## src/rtl/ysyx_24110006_axi_pkg.sv

```systemverilog
// Shared AXI read encodings and the read-master FSM states.
// YSYX_24110006_AXI_RD_TIMEOUT_EN adds the DRAIN state used after an R-phase timeout.
package ysyx_24110006_axi_pkg;

   localparam logic [1:0] RESP_OKAY   = 2'b00;
   localparam logic [1:0] RESP_EXOKAY = 2'b01;
   localparam logic [1:0] RESP_SLVERR = 2'b10;
   localparam logic [1:0] RESP_DECERR = 2'b11;

   localparam logic [1:0] SZ_B = 2'd0;
   localparam logic [1:0] SZ_H = 2'd1;
   localparam logic [1:0] SZ_W = 2'd2;

   typedef enum logic [2:0] {
      S_IDLE,
      S_AR,
      S_R,
`ifdef YSYX_24110006_AXI_RD_TIMEOUT_EN
      S_RSP,
      S_DRAIN
`else
      S_RSP
`endif
   } state_t;

endpackage

```

## src/rtl/ysyx_24110006_axi_read_master_if.sv

```systemverilog
// Read-only AXI channel bundle (AR + R) shared by the read master and its slaves.
interface ysyx_24110006_axi_read_master_if #(
   parameter int ADDR_W = 32,
   parameter int DATA_W = 32
);
   logic [ADDR_W-1:0] araddr;
   logic              arvalid;
   logic              arready;
   logic [DATA_W-1:0] rdata;
   logic [1:0]        rresp;
   logic              rvalid;
   logic              rready;

   modport master (
      output araddr, arvalid, rready,
      input  arready, rdata, rresp, rvalid
   );

   modport slave (
      input  araddr, arvalid, rready,
      output arready, rdata, rresp, rvalid
   );
endinterface

```

## src/rtl/ysyx_24110006_load_align.sv

```systemverilog
// Lane-shifts a 32-bit read beat and sign/zero-extends byte or halfword loads.
module ysyx_24110006_load_align
   import ysyx_24110006_axi_pkg::*;
(
   input  logic [31:0] i_rdata,
   input  logic [1:0]  i_lane,
   input  logic [1:0]  i_size,
   input  logic        i_signed,
   output logic [31:0] o_data
);

   logic [31:0] w_shifted;

   // Misaligned halves/words are not trapped here; the shifted value passes through.
   always_comb begin
      w_shifted = i_rdata >> {i_lane, 3'b000};
      case (i_size)
         SZ_B:    o_data = {{24{i_signed & w_shifted[7]}}, w_shifted[7:0]};
         SZ_H:    o_data = {{16{i_signed & w_shifted[15]}}, w_shifted[15:0]};
         default: o_data = w_shifted;
      endcase
   end

endmodule

```

## src/rtl/ysyx_24110006_axi_read_master.sv

```systemverilog
// Single-outstanding AXI read initiator: core load request -> one AR/R transaction -> aligned response.
// YSYX_24110006_AXI_RD_TIMEOUT_EN enables the R-phase watchdog and the DRAIN state.
module ysyx_24110006_axi_read_master
   import ysyx_24110006_axi_pkg::*;
#(
   parameter int ADDR_W      = 32,
   parameter int DATA_W      = 32,
   parameter int TIMEOUT_CYC = 1024
) (
   input  logic              i_clock,
   input  logic              i_reset,
   input  logic              i_req_valid,
   output logic              o_req_ready,
   input  logic [ADDR_W-1:0] i_req_addr,
   input  logic [1:0]        i_req_size,
   input  logic              i_req_signed,
   output logic              o_rsp_valid,
   input  logic              i_rsp_ready,
   output logic [31:0]       o_rsp_data,
   output logic              o_rsp_err,
   ysyx_24110006_axi_read_master_if.master out
);

   if (DATA_W != 32 || TIMEOUT_CYC < 2) begin : g_badParams
      $error("ysyx_24110006_axi_read_master: DATA_W must be 32 and TIMEOUT_CYC >= 2");
   end

   state_t            r_state,   w_state;
   logic [ADDR_W-1:0] r_araddr,  w_araddr;
   logic              r_arvalid, w_arvalid;
   logic              r_rready,  w_rready;
   logic [1:0]        r_size,    w_size;
   logic              r_signed,  w_signed;
   logic              r_rspValid, w_rspValid;
   logic [31:0]       r_rspData, w_rspData;
   logic              r_rspErr,  w_rspErr;
   logic [31:0]       w_aligned;

`ifdef YSYX_24110006_AXI_RD_TIMEOUT_EN
   localparam int CNT_W = $clog2(TIMEOUT_CYC);
   logic [CNT_W-1:0] r_timeoutCnt, w_timeoutCnt;
   logic             r_timedOut,   w_timedOut;
`endif

   ysyx_24110006_load_align u_align (
      .i_rdata  (out.rdata),
      .i_lane   (r_araddr[1:0]),
      .i_size   (r_size),
      .i_signed (r_signed),
      .o_data   (w_aligned)
   );

   // Next-state and next-register values; everything holds unless a handshake moves it.
   always_comb begin
      w_state    = r_state;
      w_araddr   = r_araddr;
      w_arvalid  = r_arvalid;
      w_rready   = r_rready;
      w_size     = r_size;
      w_signed   = r_signed;
      w_rspValid = r_rspValid;
      w_rspData  = r_rspData;
      w_rspErr   = r_rspErr;
`ifdef YSYX_24110006_AXI_RD_TIMEOUT_EN
      w_timeoutCnt = r_timeoutCnt;
      w_timedOut   = r_timedOut;
`endif
      case (r_state)
         S_IDLE: begin
            if (i_req_valid) begin
               w_araddr  = i_req_addr;
               w_arvalid = 1'b1;
               w_size    = i_req_size;
               w_signed  = i_req_signed;
               w_state   = S_AR;
            end
         end
         S_AR: begin
            if (out.arready) begin
               w_arvalid = 1'b0;
               w_rready  = 1'b1;
               w_state   = S_R;
`ifdef YSYX_24110006_AXI_RD_TIMEOUT_EN
               w_timeoutCnt = '0;
`endif
            end
         end
         S_R: begin
            if (out.rvalid && r_rready) begin
               w_rready   = 1'b0;
               w_rspValid = 1'b1;
               w_rspData  = w_aligned;
               w_rspErr   = out.rresp[1];
               w_state    = S_RSP;
`ifdef YSYX_24110006_AXI_RD_TIMEOUT_EN
               w_timedOut = 1'b0;
            end else if (r_timeoutCnt == CNT_W'(TIMEOUT_CYC - 1)) begin
               w_rready   = 1'b0;
               w_rspValid = 1'b1;
               w_rspData  = '0;
               w_rspErr   = 1'b1;
               w_timedOut = 1'b1;
               w_state    = S_RSP;
            end else begin
               w_timeoutCnt = r_timeoutCnt + 1'b1;
`endif
            end
         end
         S_RSP: begin
            if (i_rsp_ready) begin
               w_rspValid = 1'b0;
               w_state    = S_IDLE;
`ifdef YSYX_24110006_AXI_RD_TIMEOUT_EN
               // A timed-out beat may still arrive; swallow it before taking new work.
               if (r_timedOut) begin
                  w_rready = 1'b1;
                  w_state  = S_DRAIN;
               end
`endif
            end
         end
`ifdef YSYX_24110006_AXI_RD_TIMEOUT_EN
         S_DRAIN: begin
            if (out.rvalid) begin
               w_rready = 1'b0;
               w_state  = S_IDLE;
            end
         end
`endif
         default: w_state = S_IDLE;
      endcase
   end

   // State and datapath registers with synchronous reset.
   always_ff @(posedge i_clock) begin
      if (i_reset) begin
         r_state    <= S_IDLE;
         r_araddr   <= '0;
         r_arvalid  <= 1'b0;
         r_rready   <= 1'b0;
         r_size     <= SZ_W;
         r_signed   <= 1'b0;
         r_rspValid <= 1'b0;
         r_rspData  <= '0;
         r_rspErr   <= 1'b0;
`ifdef YSYX_24110006_AXI_RD_TIMEOUT_EN
         r_timeoutCnt <= '0;
         r_timedOut   <= 1'b0;
`endif
      end else begin
         r_state    <= w_state;
         r_araddr   <= w_araddr;
         r_arvalid  <= w_arvalid;
         r_rready   <= w_rready;
         r_size     <= w_size;
         r_signed   <= w_signed;
         r_rspValid <= w_rspValid;
         r_rspData  <= w_rspData;
         r_rspErr   <= w_rspErr;
`ifdef YSYX_24110006_AXI_RD_TIMEOUT_EN
         r_timeoutCnt <= w_timeoutCnt;
         r_timedOut   <= w_timedOut;
`endif
      end
   end

   assign o_req_ready = (r_state == S_IDLE);
   assign o_rsp_valid = r_rspValid;
   assign o_rsp_data  = r_rspData;
   assign o_rsp_err   = r_rspErr;
   assign out.araddr  = r_araddr;
   assign out.arvalid = r_arvalid;
   assign out.rready  = r_rready;

endmodule

```

## src/flat_wrapper.sv

```systemverilog
// flat-port wrapper written by rule: the top's interface ports become plain ports
module ysyx_24110006_axi_read_master_flat import ysyx_24110006_axi_pkg::*;
#(
   parameter int ADDR_W      = 32,
   parameter int DATA_W      = 32,
   parameter int TIMEOUT_CYC = 1024
)
  (i_clock, i_reset, i_req_valid, o_req_ready, i_req_addr, i_req_size, i_req_signed, o_rsp_valid, i_rsp_ready, o_rsp_data, o_rsp_err, out_araddr, out_arvalid, out_rready, out_arready, out_rdata, out_rresp, out_rvalid);
  ysyx_24110006_axi_read_master_if #(.ADDR_W(ADDR_W), .DATA_W(DATA_W)) out_i ();
  input  logic i_clock;
  input  logic i_reset;
  input  logic i_req_valid;
  output logic o_req_ready;
  input  logic [ADDR_W-1:0] i_req_addr;
  input  logic [1:0] i_req_size;
  input  logic i_req_signed;
  output logic o_rsp_valid;
  input  logic i_rsp_ready;
  output logic [31:0] o_rsp_data;
  output logic o_rsp_err;
  output wire logic [$bits(out_i.araddr)-1:0] out_araddr;
  output wire logic [$bits(out_i.arvalid)-1:0] out_arvalid;
  output wire logic [$bits(out_i.rready)-1:0] out_rready;
  input wire logic [$bits(out_i.arready)-1:0] out_arready;
  input wire logic [$bits(out_i.rdata)-1:0] out_rdata;
  input wire logic [$bits(out_i.rresp)-1:0] out_rresp;
  input wire logic [$bits(out_i.rvalid)-1:0] out_rvalid;
  assign out_araddr = out_i.araddr;
  assign out_arvalid = out_i.arvalid;
  assign out_rready = out_i.rready;
  assign out_i.arready = out_arready;
  assign out_i.rdata = out_rdata;
  assign out_i.rresp = out_rresp;
  assign out_i.rvalid = out_rvalid;
  ysyx_24110006_axi_read_master #(.ADDR_W(ADDR_W), .DATA_W(DATA_W), .TIMEOUT_CYC(TIMEOUT_CYC)) u_core (.i_clock(i_clock), .i_reset(i_reset), .i_req_valid(i_req_valid), .o_req_ready(o_req_ready), .i_req_addr(i_req_addr), .i_req_size(i_req_size), .i_req_signed(i_req_signed), .o_rsp_valid(o_rsp_valid), .i_rsp_ready(i_rsp_ready), .o_rsp_data(o_rsp_data), .o_rsp_err(o_rsp_err), .out(out_i));
endmodule
```

## config.mk

```make
export PLATFORM = sky130hd
export DESIGN_NAME = ysyx_24110006_axi_read_master_flat
export DESIGN_NICKNAME = d
export VERILOG_FILES = /design/src/rtl/ysyx_24110006_axi_pkg.sv /design/src/rtl/ysyx_24110006_axi_read_master_if.sv /design/src/rtl/ysyx_24110006_load_align.sv /design/src/rtl/ysyx_24110006_axi_read_master.sv /design/src/flat_wrapper.sv
export SDC_FILE = /design/constraint.sdc
export NUM_CORES = 1
export LEC_CHECK = 0
export CAP_MARGIN = 15
export CORE_ASPECT_RATIO = 1.5
export CORE_MARGIN = 3
export CORE_UTILIZATION = 38
export DETAILED_ROUTE_END_ITERATION = 6
export GPL_TIMING_DRIVEN = 0
export PLACE_DENSITY = 0.77
export SLEW_MARGIN = 20
export SYNTH_ARGS = -nofsm -noshare
export SYNTH_HDL_FRONTEND = slang
export SYNTH_SLANG_ARGS = --single-unit
```

## constraint.sdc

```tcl
create_clock -name i_clock -period 1.6 [get_ports i_clock]
set_input_delay 0.32 -clock i_clock [delete_from_list [all_inputs] [get_ports i_clock]]
set_output_delay 0.32 -clock i_clock [all_outputs]
set_load 0.02 [all_outputs]
```

==> out/metrics.cfg, run 1 <==
[grt]
overflow = 0
grt_usage = 0.216
grt_pass1_wl_microns = 16200
grt_pass1_vias = 3365
use_met2 = 0.380
grt_max_degree = 12
busiest_layer = met2
grt_antenna_before_repair = 0
use_met3 = 0.0575
use_met1 = 0.234

[power]
cellLeakagePower_uw = 0.00274
peakVddDrop_mv = 0.793
power.switching_uw = 2110
switching_share = 0.316
cellPowerDensity_mw_per_mm2 = 1250
pwr-share-seq = 0.329
clock_power_share = 0.333
p_int_uw = 4570
combPwrFrac = 0.338

[finish]
antenna_cells = 0
fin_nets = 624
final_cells = 654
design_area_sq_mm = 0.00534
area_growth_pct = 65.6
fillers = 708
drive_above_1_share = 0.149
fin_util = 0.655

[logic_synthesis]
synth_simple_gate_area_frac = 0.191
ys_seq_area_frac = 0.453
synth_cell_types = 34
synth_edf_count = 0
async_reset_ff_frac = 0
synth-xor-area-share = 0
synth-seq-cells = 73
muxShareOfSynthArea = 0.0935
yosys_warnings = 0
synth_ff_type = dfxtp_1
synthesis.area_sq_mm = 0.00322
synth-compound-area-share = 0.202
postSynthNetCount = 467
synth_top_family_by_area = compound AO/OA/AOI/OAI gates
synth_fa_ha_area_frac = 0.0155
syn_inst = 388
synth.avg_cell_area_sq_um = 8.31

[sta]
finalHoldViolCount = 0
period_minus_slack_ns = 1.57
worst_pin_slew_ns = 0.686
max_slew_margin = 0.543
fin_crit_sh = 0.978
finalMaxSlewViolations = 0
setup_viol = 0
fin_setup_tns_ns = 0
fin_worst_skew_ns = 0.00616
rsz0062_at_grt = yes
fmax_ghz = 0.639

[detailed_routing]
ant_nets = 0
wl_per_cell_microns = 16.0
remaining_drc_errors = 0
drt_iter0_markers = 113
vias = 3321
drtPass1Iterations = 6
wl_microns = 10500
vias_per_cell = 5.08

[status]
outcome = complete, no violations

[critical_path]
cp_max_fo = 2
crit_chain = clkdlybuf4s50_1
rrSetupSlack_ns = 0.04
path_buf_inv = 1
slowest_stage = clkdlybuf4s50_1
crit_family = buffers and inverters
cpPeakStageDelay_ns = 0.60
worstPathArrival_ns = 1.25
crit_type = register to output pin
required_ns = 1.28
worstSetupEndpointType = output pin
startpoint_type = register

[cts]
clock-root-buffer = clkbuf_16
cts-hold-fix-buffers = 0
cts_tree = done
h-tree-depth = 3
cts_buffers = 9
clockBufferDepth = 2
path_clk_slew_ns = 0.06
clock_latency_ns = 0.33
cts_sinks = 73

[place]
place_area_sq_mm = 0.00479
gp_congestion = 0.977
dp_cells = 635
dpl.hpwl_microns = 7830
numPortBuffers = 142

[floorplan]
die_w_microns = 81.2
pin_count = 144
chipHeight_microns = 119
start_util = 0.395
num_rows = 40
design.die.area_sq_mm = 0.00965
core_area_sq_mm = 0.00816

[flow_run]
maxCapViolCount = 0

[worst_hold_path]
worstHoldPathType = input pin to register

==> layout make-up <==
class | count | area, sq um | area share
Buffer | 26 | 180 | 0.0337
Clock buffer | 12 | 236 | 0.0443
Clock inverter | 3 | 90.1 | 0.0169
Inverter | 3 | 11.3 | 0.00211
Multi-Input combinational cell | 285 | 1690 | 0.317
Sequential cell | 73 | 1470 | 0.275
Tap cell | 105 | 131 | 0.0246
Timing Repair Buffer | 147 | 1530 | 0.287
==> cells in the mapped netlist, drive strengths merged, types with 6 or more instances <==
cell | count | share of area
nand2 | 110 | 0.13
dfxtp | 73 | 0.45
a21oi | 55 | 0.087
nor2 | 26 | 0.030
a211oi | 18 | 0.049
mux2 | 15 | 0.052
clkbuf | 14 | 0.016
buf | 13 | 0.025
mux2i | 11 | 0.034
o21ai | 10 | 0.016
o211ai | 9 | 0.023
a22o | 7 | 0.019
nor2b | 6 | 0.012
==> stage by stage <==
stage / power, uW / hold WS [ns] / worst slack [ns]
final: 6680 / 0.356 / 0.0348
after floorplan: 3550 / 0.444 / 0.0193
after global routing: 7030 / 0.359 / -0.0379
after CTS: 6720 / 0.454 / 0.000599
after global placement: 4420 / 0.441 / -0.487
after detailed placement: 4460 / 0.446 / -0.503
==> timing repair <==
item                       CTS  global route
pin swaps                    1             1
setup endpoints to repair   93           100
setup buffers                4             1
gates cloned                 0             0
gates resized for setup     52            71
==> per-layer routing <==
layer / vias up / routed length [microns]
met5: - / 0
met4: 0 / 327
met3: 24 / 749
met2: 134 / 5440
met1: 1522 / 3940
li1: 1641 / -
==> flip-flops by register name, indices dropped and copies added (netlist names) <==
register            flops
u_core.o_rsp_valid      1
u_core.out.araddr      32
u_core.o_rsp_err        1
u_core.o_rsp_data      32
u_core.r_signed         1
u_core.out.rready       1
u_core.r_state          2
u_core.out.arvalid      1
u_core.r_size           2
==> final timing paths <==
check	from	to	cells after the start
max reg2reg	u_core.r_state[0]	u_core.r_state[0]	6
max	u_core.out.araddr[8]	out_araddr[8]	1
min reg2reg	u_core.out.araddr[17]	u_core.out.araddr[17]	2
min	out_rdata[31]	u_core.o_rsp_data[31]	3
==> cell families (layout without fill, tap and decap cells) <==
kind of cell / after synthesis / in the layout
flip-flops: 73 / 73
AO/OA/AOI/OAI: 102 / 102
adder cells (fa/ha/maj): 4 / 4
multiplexers: 27 / 27
AND/OR/NAND/NOR: 152 / 152
buffers and inverters: 30 / 191
==> layout by cell type (no fill, tap or decap), types with 2 or more instances in the layout <==
| master | instances |
|---|---|
| nand2_1 | 108 |
| clkdlybuf4s50_1 | 73 |
| dfxtp_1 | 69 |
| a21oi_1 | 54 |
| dlymetal6s2s_1 | 43 |
| dlygate4sd2_1 | 25 |
| nor2_1 | 24 |
| mux2_2 | 15 |
| a211oi_1 | 14 |
| mux2i_1 | 10 |
| o21ai_0 | 10 |
| clkbuf_16 | 9 |
| buf_4 | 8 |
| clkbuf_2 | 8 |
| o211ai_1 | 8 |
| a22o_1 | 7 |
| buf_6 | 6 |
| clkbuf_1 | 5 |
| buf_2 | 5 |
| nor2b_1 | 4 |
| inv_1 | 3 |
| clkbuf_4 | 3 |
| a211oi_2 | 3 |
| bufinv_16 | 3 |
| dfxtp_2 | 3 |
| nor2_2 | 2 |
| nand3b_1 | 2 |
| nor2b_2 | 2 |
| nand2_2 | 2 |
| ha_2 | 2 |
==> power by group through the flow <==
stage               clock [uW]  sequential, uW  combinational (uW)
floorplan                    0            2430                1120
global placement             0            2220                2200
detailed placement           0            2230                2230
CTS                       2260            2200                2260
global route              2330            2230                2470
finish                    2220            2200                2260
==> worst register-to-register path, cell delays in order (launching register included) <==
cell and delay (ns):
dfxtp_2 0.33, buf_4 0.13, ha_2 0.19, nor2b_1 0.15, a2111oi_4 0.37, mux2i_1 0.23, nor2_1 0.05
Power figures use the tool's default switching activity.
==> run 2: changes to the inputs <==
Settings changed: ABC_CLOCK_PERIOD_IN_PS set to 1600.
==> results of run 2 <==
Same layout as run 1: the final DEF is identical, and so are final timing and power.
==> run 3: changes to the inputs <==
Settings changed: RECOVER_POWER set to 50.
==> out/metrics.cfg, run 3 (synthesis results as in run 1) <==
[status]
outcome = complete, no violations

[finish]
fin_nets = 624
fillers = 769
final_cell_mix = 108 x nand2_1, 72 x clkdlybuf4s50_1, 69 x dfxtp_1, 54 x a21oi_1, 45 x clkbuf_1
area_growth_pct = 54.8
antenna_cells = 0
drive_above_1_share = 0.149
mostFrequentLayoutCell = nand2_1

[critical_path]
worstSetupEndpointType = output pin
required_ns = 1.28
worstPathArrival_ns = 1.24
cp_max_fo = 2
cpPeakStageDelay_ns = 0.60
path_buf_inv = 1
crit_family = buffers and inverters
startpoint_type = register
crit_chain = clkdlybuf4s50_1
crit_type = register to output pin
slowest_stage = clkdlybuf4s50_1

[cts]
path_clk_slew_ns = 0.06
h-tree-depth = 3
cts_tree = done
cts_sinks = 73
clockBufferDepth = 2
clock-root-buffer = clkbuf_16
cts_buffers = 9
cts-hold-fix-buffers = 0
clock_latency_ns = 0.33

[grt]
grt_antenna_before_repair = 0
grt_pass1_vias = 3365
overflow = 0
grt_max_degree = 12
grt_pass1_wl_microns = 16200
grt_usage = 0.216

[detailed_routing]
remaining_drc_errors = 0
wl_per_cell_microns = 16.0
ant_nets = 0
vias = 3321
drt_iter0_markers = 140
drtPass1Iterations = 4
vias_per_cell = 5.08
wl_microns = 10400

[sta]
rsz0062_at_grt = yes
worst_pin_slew_ns = 0.676
fmax_ghz = 0.640
fin_crit_sh = 0.977
setup_viol = 0
fin_worst_skew_ns = 0.00804
finalMaxSlewViolations = 0
finalHoldViolCount = 0
max_slew_margin = 0.550
period_minus_slack_ns = 1.56
fin_setup_tns_ns = 0

[floorplan]
die_w_microns = 81.2
pin_count = 144
num_rows = 40
start_util = 0.395
design.die.area_sq_mm = 0.00965
chipHeight_microns = 119
core_area_sq_mm = 0.00816

[place]
dpl.hpwl_microns = 7830
numPortBuffers = 142
gp_congestion = 0.977

[power]
peakVddDrop_mv = 0.778
power.total_uw = 6580
cellPowerDensity_mw_per_mm2 = 1320
cellLeakagePower_uw = 0.00195

[flow_run]
maxCapViolCount = 0

[worst_hold_path]
worstHoldPathType = input pin to register

==> run 3: changes by cell type in the layout (fill, tap and decap cells not counted), sizes merged <==
cell	delta
clkbuf	+40
clkdlybuf4s50	-1
dlygate4sd3	+1
dlymetal6s2s	-40
==> run 3: repair_timing <==
action | 4_1_cts | 5_1_grt
setup buffers | 4 | 1
cloned | 0 | 0
setup endpoints to repair | 93 | 100
pin swaps | 1 | 1
resized for setup | 52 | 71
==> run 3: final cells by class <==
cell class | count | area, sq um | share of cell area
Inverter | 3 | 11.3 | 0.00226
Tap cell | 105 | 131 | 0.0263
Clock inverter | 3 | 90.1 | 0.0181
Clock buffer | 12 | 236 | 0.0474
Timing Repair Buffer | 147 | 1180 | 0.236
Buffer | 26 | 180 | 0.0361
Multi-Input combinational cell | 285 | 1690 | 0.339
Sequential cell | 73 | 1470 | 0.294
==> run 3: path summary, 6_finish.rpt <==
check | startpoint | end | slack (ns) | depth (start not counted)
max | u_core.out.araddr[8] | out_araddr[8] | 0.04 | 1
min | out_rdata[31] | u_core.o_rsp_data[31] | 0.36 | 3
max reg2reg | u_core.r_state[1] | u_core.r_state[0] | 0.04 | 5
min reg2reg | u_core.out.araddr[11] | u_core.out.araddr[11] | 0.45 | 2
==> run 3: power breakdown <==
part           internal [uW]  switching (uW)  leakage (uW)
combinational            898            1250       0.00120
clock                   1520             708      0.000157
sequential              2050             154      0.000596
total                   4460            2120       0.00195
==> run 3: per-stage QoR <==
stage          hold WS, ns  instances  area, sq um   util  worst slack (ns)
2_1_floorplan        0.444        388         3240      -            0.0193
3_3_place_gp         0.441        635         4790  0.587            -0.487
3_5_place_dp         0.446        635         4790  0.587            -0.503
4_1_cts              0.454        653         5170  0.634          0.000599
5_1_grt              0.359        654         4990  0.612           -0.0379
6_report             0.355        654         4990  0.612            0.0371
==> run 3: tightest hold or removal path: cells and delay by family <==
| family | cells | cell delay, ns |
|---|---|---|
| and+or+nand+nor | 1 | 0.08 |
| buffers and inverters | 1 | 0.18 |
| AOI/OAI and AO/OA | 1 | 0.06 |
==> run 3: metal layers <==
metal,GRT usage,share of wire,vias up
met4,0.103,0.030,0
li1,-,-,1643
met1,0.234,0.38,1526
met2,0.380,0.52,130
met3,0.0575,0.069,22
met5,0,0,-
